## src/rtl/m_div_unit.sv

```systemverilog
// m_div_unit: 32-bit radix-2 restoring divider for DIV/DIVU/REM/REMU.
// Operands are reduced to magnitudes, divided over 32 shift-subtract steps,
// and the selected quotient or remainder is sign-corrected on the last step.
// Optional macro DIV_EARLY_OUT_EN: a zero divisor or |rs1| < |rs2| is
// answered directly from IDLE with a single-cycle latency.
//
// state | meaning
// IDLE  | waiting for div_req_i; nothing latched is in flight
// CALC  | one restoring step per cycle, counter 0..31
// DONE  | result valid, div_ack_o high for this single cycle
module m_div_unit (
  input  logic        clk,
  input  logic        rst,
  input  logic        div_req_i,
  input  logic [1:0]  div_op_i,
  input  logic [31:0] rs1_data_i,
  input  logic [31:0] rs2_data_i,
  input  logic [4:0]  rd_addr_i,
  input  logic        div_flush_i,
  output logic        div_ack_o,
  output logic        div_busy_o,
  output logic [31:0] div_result_o,
  output logic [4:0]  rd_addr_o,
  output logic        rd_wr_req_o
);

  typedef enum logic [1:0] {
    S_IDLE = 2'd0,
    S_CALC = 2'd1,
    S_DONE = 2'd2
  } state_e;

  state_e      state_q, state_d;
  logic [4:0]  cnt_q, cnt_d;
  logic [1:0]  op_q, op_d;
  logic [4:0]  rd_q, rd_d;
  logic [31:0] quo_q, quo_d;    // dividend shifts out the top, quotient bits in
  logic [31:0] dvs_q, dvs_d;
  logic [31:0] rem_q, rem_d;
  logic        q_neg_q, q_neg_d;
  logic        r_neg_q, r_neg_d;
  logic [31:0] res_q, res_d;

  logic        in_signed;
  logic [31:0] abs1, abs2;
  logic [32:0] rem_sh;
  logic        sub_ok;
  logic [31:0] rem_nx, quo_nx;
  logic [31:0] q_fin, r_fin, fin;

  // Operand magnitudes for the incoming request (signed ops use |x|).
  always_comb begin
    in_signed = ~div_op_i[0];
    abs1      = (in_signed && rs1_data_i[31]) ? -rs1_data_i : rs1_data_i;
    abs2      = (in_signed && rs2_data_i[31]) ? -rs2_data_i : rs2_data_i;
  end

  // One restoring step on a 33-bit partial remainder, plus the sign-corrected
  // final value assuming this is the last step.
  always_comb begin
    rem_sh = {rem_q, quo_q[31]};
    sub_ok = (rem_sh >= {1'b0, dvs_q});
    rem_nx = sub_ok ? 32'(rem_sh - {1'b0, dvs_q}) : rem_sh[31:0];
    quo_nx = {quo_q[30:0], sub_ok};
    q_fin  = (q_neg_q && !op_q[0]) ? -quo_nx : quo_nx;
    r_fin  = (r_neg_q && !op_q[0]) ? -rem_nx : rem_nx;
    fin    = op_q[1] ? r_fin : q_fin;
  end

`ifdef DIV_EARLY_OUT_EN
  logic        early;
  logic [31:0] early_res;

  // Trivial divisions: quotient is all ones (x/0) or zero, remainder is rs1.
  always_comb begin
    early     = (rs2_data_i == '0) || (abs1 < abs2);
    early_res = div_op_i[1] ? rs1_data_i :
                ((rs2_data_i == '0) ? '1 : '0);
  end
`endif

  // State, counter and datapath registers; reset clears everything at once.
  always_ff @(posedge clk or posedge rst) begin
    if (rst) begin
      state_q <= S_IDLE;
      cnt_q   <= '0;
      op_q    <= '0;
      rd_q    <= '0;
      quo_q   <= '0;
      dvs_q   <= '0;
      rem_q   <= '0;
      q_neg_q <= 1'b0;
      r_neg_q <= 1'b0;
      res_q   <= '0;
    end else begin
      state_q <= state_d;
      cnt_q   <= cnt_d;
      op_q    <= op_d;
      rd_q    <= rd_d;
      quo_q   <= quo_d;
      dvs_q   <= dvs_d;
      rem_q   <= rem_d;
      q_neg_q <= q_neg_d;
      r_neg_q <= r_neg_d;
      res_q   <= res_d;
    end
  end

  // Next-state and datapath update.
  always_comb begin
    state_d = state_q;
    cnt_d   = cnt_q;
    op_d    = op_q;
    rd_d    = rd_q;
    quo_d   = quo_q;
    dvs_d   = dvs_q;
    rem_d   = rem_q;
    q_neg_d = q_neg_q;
    r_neg_d = r_neg_q;
    res_d   = res_q;
    case (state_q)
      S_IDLE: begin
        if (div_req_i && !div_flush_i) begin
          op_d    = div_op_i;
          rd_d    = rd_addr_i;
          quo_d   = abs1;
          dvs_d   = abs2;
          rem_d   = '0;
          cnt_d   = '0;
          // A zero divisor must yield all ones even for signed DIV, so the
          // quotient sign only applies when the divisor is non-zero.
          q_neg_d = (rs1_data_i[31] ^ rs2_data_i[31]) & (|rs2_data_i);
          r_neg_d = rs1_data_i[31];
          state_d = S_CALC;
`ifdef DIV_EARLY_OUT_EN
          if (early) begin
            res_d   = early_res;
            state_d = S_DONE;
          end
`endif
        end
      end
      S_CALC: begin
        if (div_flush_i) begin
          state_d = S_IDLE;
        end else begin
          quo_d = quo_nx;
          rem_d = rem_nx;
          cnt_d = cnt_q + 5'd1;
          if (cnt_q == 5'd31) begin
            res_d   = fin;
            state_d = S_DONE;
          end
        end
      end
      S_DONE: begin
        state_d = S_IDLE;
      end
      default: begin
        state_d = S_IDLE;
      end
    endcase
  end

  assign div_ack_o    = (state_q == S_DONE);
  assign div_busy_o   = (state_q == S_CALC) || (state_q == S_DONE);
  assign div_result_o = div_ack_o ? res_q : '0;
  assign rd_addr_o    = rd_q;
  assign rd_wr_req_o  = div_ack_o && (rd_q != '0);

endmodule

```

## config.mk

```make
export PLATFORM = sky130hd
export DESIGN_NAME = m_div_unit
export DESIGN_NICKNAME = d
export VERILOG_FILES = /design/src/rtl/m_div_unit.sv
export SDC_FILE = /design/constraint.sdc
export NUM_CORES = 1
export LEC_CHECK = 0
export BUFFER_PORTS_ARGS = -buffer_cell sky130_fd_sc_hd__buf_2
export CAP_MARGIN = 20
export CORE_MARGIN = 3
export CORE_UTILIZATION = 25
export CTS_CLUSTER_DIAMETER = 30
export DETAILED_ROUTE_END_ITERATION = 12
export GPL_TIMING_DRIVEN = 1
export SETUP_SLACK_MARGIN = 0.2
export SLEW_MARGIN = 20
export SYNTH_ARGS = -nofsm -noshare
export SYNTH_HDL_FRONTEND = slang
export SYNTH_SLANG_ARGS = --single-unit
```

## constraint.sdc

```tcl
create_clock -name clk -period 6.6 [get_ports clk]
set_input_delay 0.99 -clock clk [delete_from_list [all_inputs] [get_ports clk]]
set_output_delay 0.99 -clock clk [all_outputs]
set_load 0.03 [all_outputs]
```

==> impl_metrics.json, run 1 <==
{
  "synth_seq_cells": 144,
  "irDropWorstVdd_mv": 0.212,
  "required_ns": 6.94,
  "r2r_slack_ns": 1.52,
  "clk_latency_ns": 0.45,
  "holdWs_ns": 0.480,
  "first_pass_iters": 4,
  "io_buffers": 114,
  "hold_class": "reg2reg",
  "grt_pass1_wl_mm": 59.7,
  "die_w_um": 222,
  "core_mm2": 0.0457,
  "status": "complete, no violations",
  "syn-num-nets": 1575,
  "io_pins": 115,
  "ant_nets": 0,
  "timing.rr.start": "rem_q[11]",
  "async_flop_share": 1.00,
  "tightest_slew_ns": 0.998,
  "fmax_mhz": 197,
  "viasPerCell": 5.18,
  "drv_slew": 0,
  "hold_viol_final": 0,
  "cp_max_fo": 10,
  "grt_overflow_total": 0,
  "cts.sink_count": 144,
  "crit_arrival_ns": 5.43,
  "grt_pass1_vias": 10500,
  "holdBufCountCts": 0,
  "dieHeight_um": 222,
  "startpoint": "rem_q[11]",
  "dpl.hpwl_mm": 29.0,
  "path_clk_slew_ns": 0.07,
  "grt_usage": 0.150,
  "start_util": 0.255,
  "ctsResizeCount": 0,
  "yosysTopAreaCell": "dfrtp_1",
  "dpl.cell_count": 2100,
  "critPathKind": "reg2reg",
  "reg2reg_to": "res_q[26]",
  "h-tree-depth": 4,
  "timing.critical_path.to": "res_q[26]",
  "final_net_count": 1636,
  "mostFrequentLayoutCell": "o21ai_0",
  "final_cells": 2132,
  "drt-total-wl_mm": 37.7,
  "dieArea_mm2": 0.0492,
  "setup_tns_ns": 0,
  "gp_congestion": 0.875,
  "drv_cap": 0,
  "synth_flop_cell": "dfrtp_1",
  "r2r_cells": 18,
  "synth_edf_count": 0,
  "routedWlPerCell_um": 17.7,
  "grt_max_degree": 86,
  "syn-cell-area_mm2": 0.0117,
  "clockRootBuffer": "clkbuf_16",
  "final_cell_mix": "169 x o21ai_0, 144 x dfrtp_1, 142 x nand2_1",
  "clock_skew_ns": 0.0154,
  "yosys-top-cells-area": "dfrtp_1 31%, o21ai_0 7.3%, xor2_1 5.3%",
  "synthCells": 1458,
  "p_total_mw": 6.84,
  "power.leakage_nw": 5.64,
  "postCtsSetupBuffers": 0,
  "holdPathStages": 2,
  "cts_buffer_depth": 2,
  "vias": 11000,
  "yosys.area.top_type_share": 0.309,
  "timing.final.setup_violations": 0,
  "slew_headroom": 0.335,
  "rows": 78,
  "start_kind": "flop",
  "ys_types": 88,
  "drc_errors": 0,
  "cts_tree": "done",
  "syn_avg_cell_area_um2": 7.99,
  "rsz0062_at_grt": "false",
  "drive_gt1_frac": 0.133,
  "cts_buffers": 17,
  "end_kind": "flop",
  "min_period_ns": 5.08,
  "dr.first_iter.drc_count": 707,
  "timing.final.crit_share": 0.770,
  "yosysWarnings": 0,
  "antenna_cells": 0,
  "antenna_found_initial": 0,
  "fin_util": 0.292,
  "p_per_area_mw_per_mm2": 513,
  "area_growth_pct": 14.3,
  "yosysSeqAreaShare": 0.309
}
metal layers:
| metal | wire [µm] | share of wire | track usage | up-vias |
|---|---|---|---|---|
| met5 | 0 | 0 | 0 | - |
| met1 | 16600 | 0.44 | 0.191 | 5346 |
| met3 | 1390 | 0.037 | 0.0211 | 48 |
| li1 | - | - | - | 5383 |
| met4 | 852 | 0.023 | 0.0446 | 0 |
| met2 | 18900 | 0.50 | 0.265 | 269 |
per-stage QoR:
stage / instance area [µm²] / setup slack (ns)
2_1_floorplan: 11700 / 1.72
3_3_place_gp: 12700 / 1.79
3_5_place_dp: 12700 / 1.65
4_1_cts: 13300 / 1.63
5_1_grt: 13300 / 1.00
6_report: 13300 / 1.52
worst max-delay path, stage by stage, from the launching register on:
cell and delay [ns]:
dfrtp_1 0.45, ha_1 0.50, nand4_1 0.30, nor4_1 0.44
o21ai_2 0.14, a31oi_1 0.24, or3_4 0.24, inv_2 0.06
mux2i_1 0.26, ha_1 0.24, nand2_1 0.08, a21oi_1 0.18
nand4bb_1 0.15, nor3_1 0.36, a41oi_1 0.36, o41ai_1 0.52
xnor2_1 0.17, a21oi_1 0.09, a21o_1 0.16
area by class of cell:
type,instances,area [µm²]
flip-flops and latches,144,3600
well taps,600,751
fillers,4985,32400
repair buffers,125,653
inverters,68,260
clock inverters,15,149
clock buffers,17,425
multi-input cells,1163,7480
power breakdown:
group / total, mW / leakage [nW] / internal [mW] / switching [mW]
combinational: 4.40 / 3.47 / 1.59 / 2.81
sequential: 1.46 / 1.88 / 1.15 / 0.305
clock: 0.978 / 0.283 / 0.531 / 0.447
total: 6.84 / 5.64 / 3.27 / 3.57
worst min-delay path by stage:
| stage | from | end | slack (ns) |
|---|---|---|---|
| after global routing | res_q[17] | res_q[17] | 0.51 |
| after global placement | res_q[11] | res_q[11] | 0.46 |
| after detailed placement | res_q[21] | res_q[21] | 0.47 |
| after CTS | res_q[21] | res_q[21] | 0.48 |
| final | res_q[21] | res_q[21] | 0.48 |
| after floorplan | res_q[20] | res_q[20] | 0.44 |
state kept, by name, indices dropped and copies added (netlist names), 2 cells and up:
signal and flops:
quo_q 32, rem_q 32, dvs_q 32, rd_addr_o 5, cnt_q 5, state_q 2, res_q 32, op_q 2
cells by family (layout without fill, tap and decap cells):
logic type | Yosys count | count (layout) | share of synthesized area
muxes | 33 | 33 | 0.0292
DFF | 144 | 144 | 0.309
AOI/OAI and AO/OA | 472 | 472 | 0.257
and+or+nand+nor | 478 | 478 | 0.204
adders and majority gates | 42 | 42 | 0.0457
buffers and inverters | 151 | 225 | 0.0519
xor gates and xnor gates | 138 | 138 | 0.104
synthesized netlist by cell type, types with 9 or more instances:
master / instances
a211oi_1: 10
a21o_1: 14
a21oi_1: 112
a22oi_1: 29
a31oi_1: 15
and2_1: 40
and3_1: 11
buf_2: 15
clkbuf_1: 61
dfrtp_1: 144
ha_1: 41
inv_1: 67
mux2i_1: 25
nand2_1: 142
nand2b_1: 12
nand3_1: 44
nand4_1: 11
nor2_1: 94
nor2b_1: 9
nor3_1: 42
nor4_1: 16
o211ai_1: 11
o21ai_0: 170
o31ai_1: 21
o41ai_1: 13
or3_1: 20
or4_1: 10
xnor2_1: 68
xor2_1: 70
No activity file was read; power rests on OpenSTA's default activity.
==> run 2, diff against run 1 <==
Clock period 6.6 ns to 5.19 ns, I/O delays scaled along.
==> impl_metrics.json, run 2 (synthesis results as in run 1) <==
{
  "clock_skew_ns": 0.0153,
  "critical_path.max_stage_delay_ns": 0.58,
  "dpl.hpwl_mm": 29.5,
  "dieHeight_um": 222,
  "irDropWorstVdd_mv": 0.295,
  "setup_tns_ns": 0,
  "rsz0062_at_grt": "false",
  "cts_tree": "done",
  "p_per_area_mw_per_mm2": 660,
  "timing.rr.start": "rem_q[21]",
  "route.met3.wl_um": 898,
  "drt-total-wl_mm": 38.3,
  "grt_usage": 0.153,
  "final_cell_mix": "168 x o21ai_0, 144 x dfrtp_1, 142 x nand2_1",
  "r2r_cells": 18,
  "first_pass_iters": 5,
  "mostFrequentLayoutCell": "o21ai_0",
  "slew_headroom": 0.334,
  "holdBufCountCts": 0,
  "end_kind": "flop",
  "cp_max_fo": 7,
  "vias": 11200,
  "slowest_stage": "o31ai_1",
  "hold_viol_final": 0,
  "grt_max_degree": 74,
  "startpoint": "rem_q[21]",
  "routedWlPerCell_um": 17.9,
  "die_w_um": 222,
  "crit_top_cell": "a21oi_1",
  "fmax_mhz": 209,
  "cts.sink_count": 144,
  "dr.first_iter.drc_count": 658,
  "dieArea_mm2": 0.0492,
  "rows": 78,
  "critPathKind": "reg2reg",
  "status": "complete, no violations",
  "wl_met2_mm": 19.5,
  "io_pins": 115,
  "path_clk_slew_ns": 0.08,
  "routed.top_layer": "met4",
  "crit_arrival_ns": 5.13,
  "start_util": 0.255,
  "hold_class": "in2async",
  "timing.final.crit_share": 0.922,
  "drc_errors": 0,
  "drv_slew": 0,
  "dpl.cell_count": 2106,
  "viasPerCell": 5.23,
  "core_mm2": 0.0457,
  "crit_path_cell_trace": "ha_1 > a21oi_1 > o31ai_1 > a211oi_2 > nor3_1 > or3_4 > inv_2 > mux2i_1 > ha_1 > nand2_1 > a21oi_1 > nand4bb_1 > nor3_2 > a41oi_2 > o41ai_1 > xnor2_1 > a21oi_1 > a21o_1",
  "drive_gt1_frac": 0.144,
  "io_buffers": 114,
  "h-tree-depth": 4,
  "antenna_cells": 0,
  "cts_buffer_depth": 2,
  "grt_pass1_vias": 10800,
  "r2r_slack_ns": 0.41,
  "timing.final.setup_violations": 0,
  "postCtsSetupBuffers": 0,
  "min_period_ns": 4.78,
  "ant_nets": 0,
  "gp_congestion": 0.918,
  "final_cells": 2138,
  "final_net_count": 1642,
  "clk_latency_ns": 0.45,
  "drv_cap": 0,
  "required_ns": 5.53,
  "area_growth_pct": 15.5,
  "tightest_slew_ns": 0.999,
  "cts_buffers": 17,
  "grt_pass1_wl_mm": 60.6,
  "clockRootBuffer": "clkbuf_16",
  "antenna_found_initial": 0,
  "start_kind": "flop",
  "met1_length_mm": 16.9,
  "power.leakage_nw": 5.69,
  "timing.critical_path.to": "res_q[28]",
  "grt_overflow_total": 0,
  "reg2reg_to": "res_q[28]"
}
run 2: cell count changes in the layout (fill, tap and decap cells not counted), sizes merged:
cell / change
clkinv: -3
inv: +2
buf: +6
bufinv: +1
run 2: layout make-up:
class | count | area, µm²
flip-flops and latches | 144 | 3600
clock buffers | 17 | 425
repair buffers | 131 | 698
inverters | 68 | 260
multi-input cells | 1163 | 7530
clock inverters | 15 | 190
well taps | 600 | 751
fillers | 4965 | 32200
run 2: stage by stage:
stage          worst slack, ns  hold slack [ns]  instance area [µm²]  utilization  total power, mW
3_5_place_dp             0.221            0.464                12800        0.280             7.45
4_1_cts                  0.201            0.479                13400        0.293             8.81
3_3_place_gp             0.338            0.462                12800        0.280             7.41
2_1_floorplan            0.311            0.436                11700            -             5.95
5_1_grt                  0.216            0.497                13500        0.295             9.59
6_report                 0.406            0.455                13500        0.295             8.88
run 2: worst min path at each step:
stage                          from        end  slack [ns]  cells past startpoint
after global routing            rst   cnt_q[0]        0.50                      2
after detailed placement  res_q[26]  res_q[26]        0.46                      1
after floorplan           res_q[20]  res_q[20]        0.44                      2
final                           rst   cnt_q[0]        0.46                      2
after CTS                       rst   res_q[0]        0.48                      2
after global placement    res_q[26]  res_q[26]        0.46                      1
run 2: critical path: cells and delay by family, from the launching register on:
family | cells | cell delay [ns]
XOR/XNOR | 1 | 0.17
multiplexers | 1 | 0.21
buffers and inverters | 1 | 0.05
AO/OA/AOI/OAI | 8 | 2.01
flip-flops | 1 | 0.44
adder cells (fa/ha/maj) | 2 | 0.64
AND/OR/NAND/NOR | 5 | 1.14
run 2: repair_timing:
action | in CTS | in global routing
endpoints found under the hold margin | 0 | 0
endpoints found under the setup margin | 0 | 12
resized for setup | 0 | 14
run 2: per-layer routing:
layer  track usage  vias to the layer above
met5             0                        -
met4        0.0545                        0
met3        0.0156                       46
met2         0.269                      244
met1         0.194                     5506
li1              -                     5390
run 2: report_power, final:
group | switching [mW] | leakage [nW] | internal, mW | total (mW)
clock network | 0.581 | 0.300 | 0.734 | 1.32
registers | 0.398 | 1.88 | 1.46 | 1.86
logic | 3.64 | 3.50 | 2.06 | 5.71
total | 4.62 | 5.69 | 4.26 | 8.88
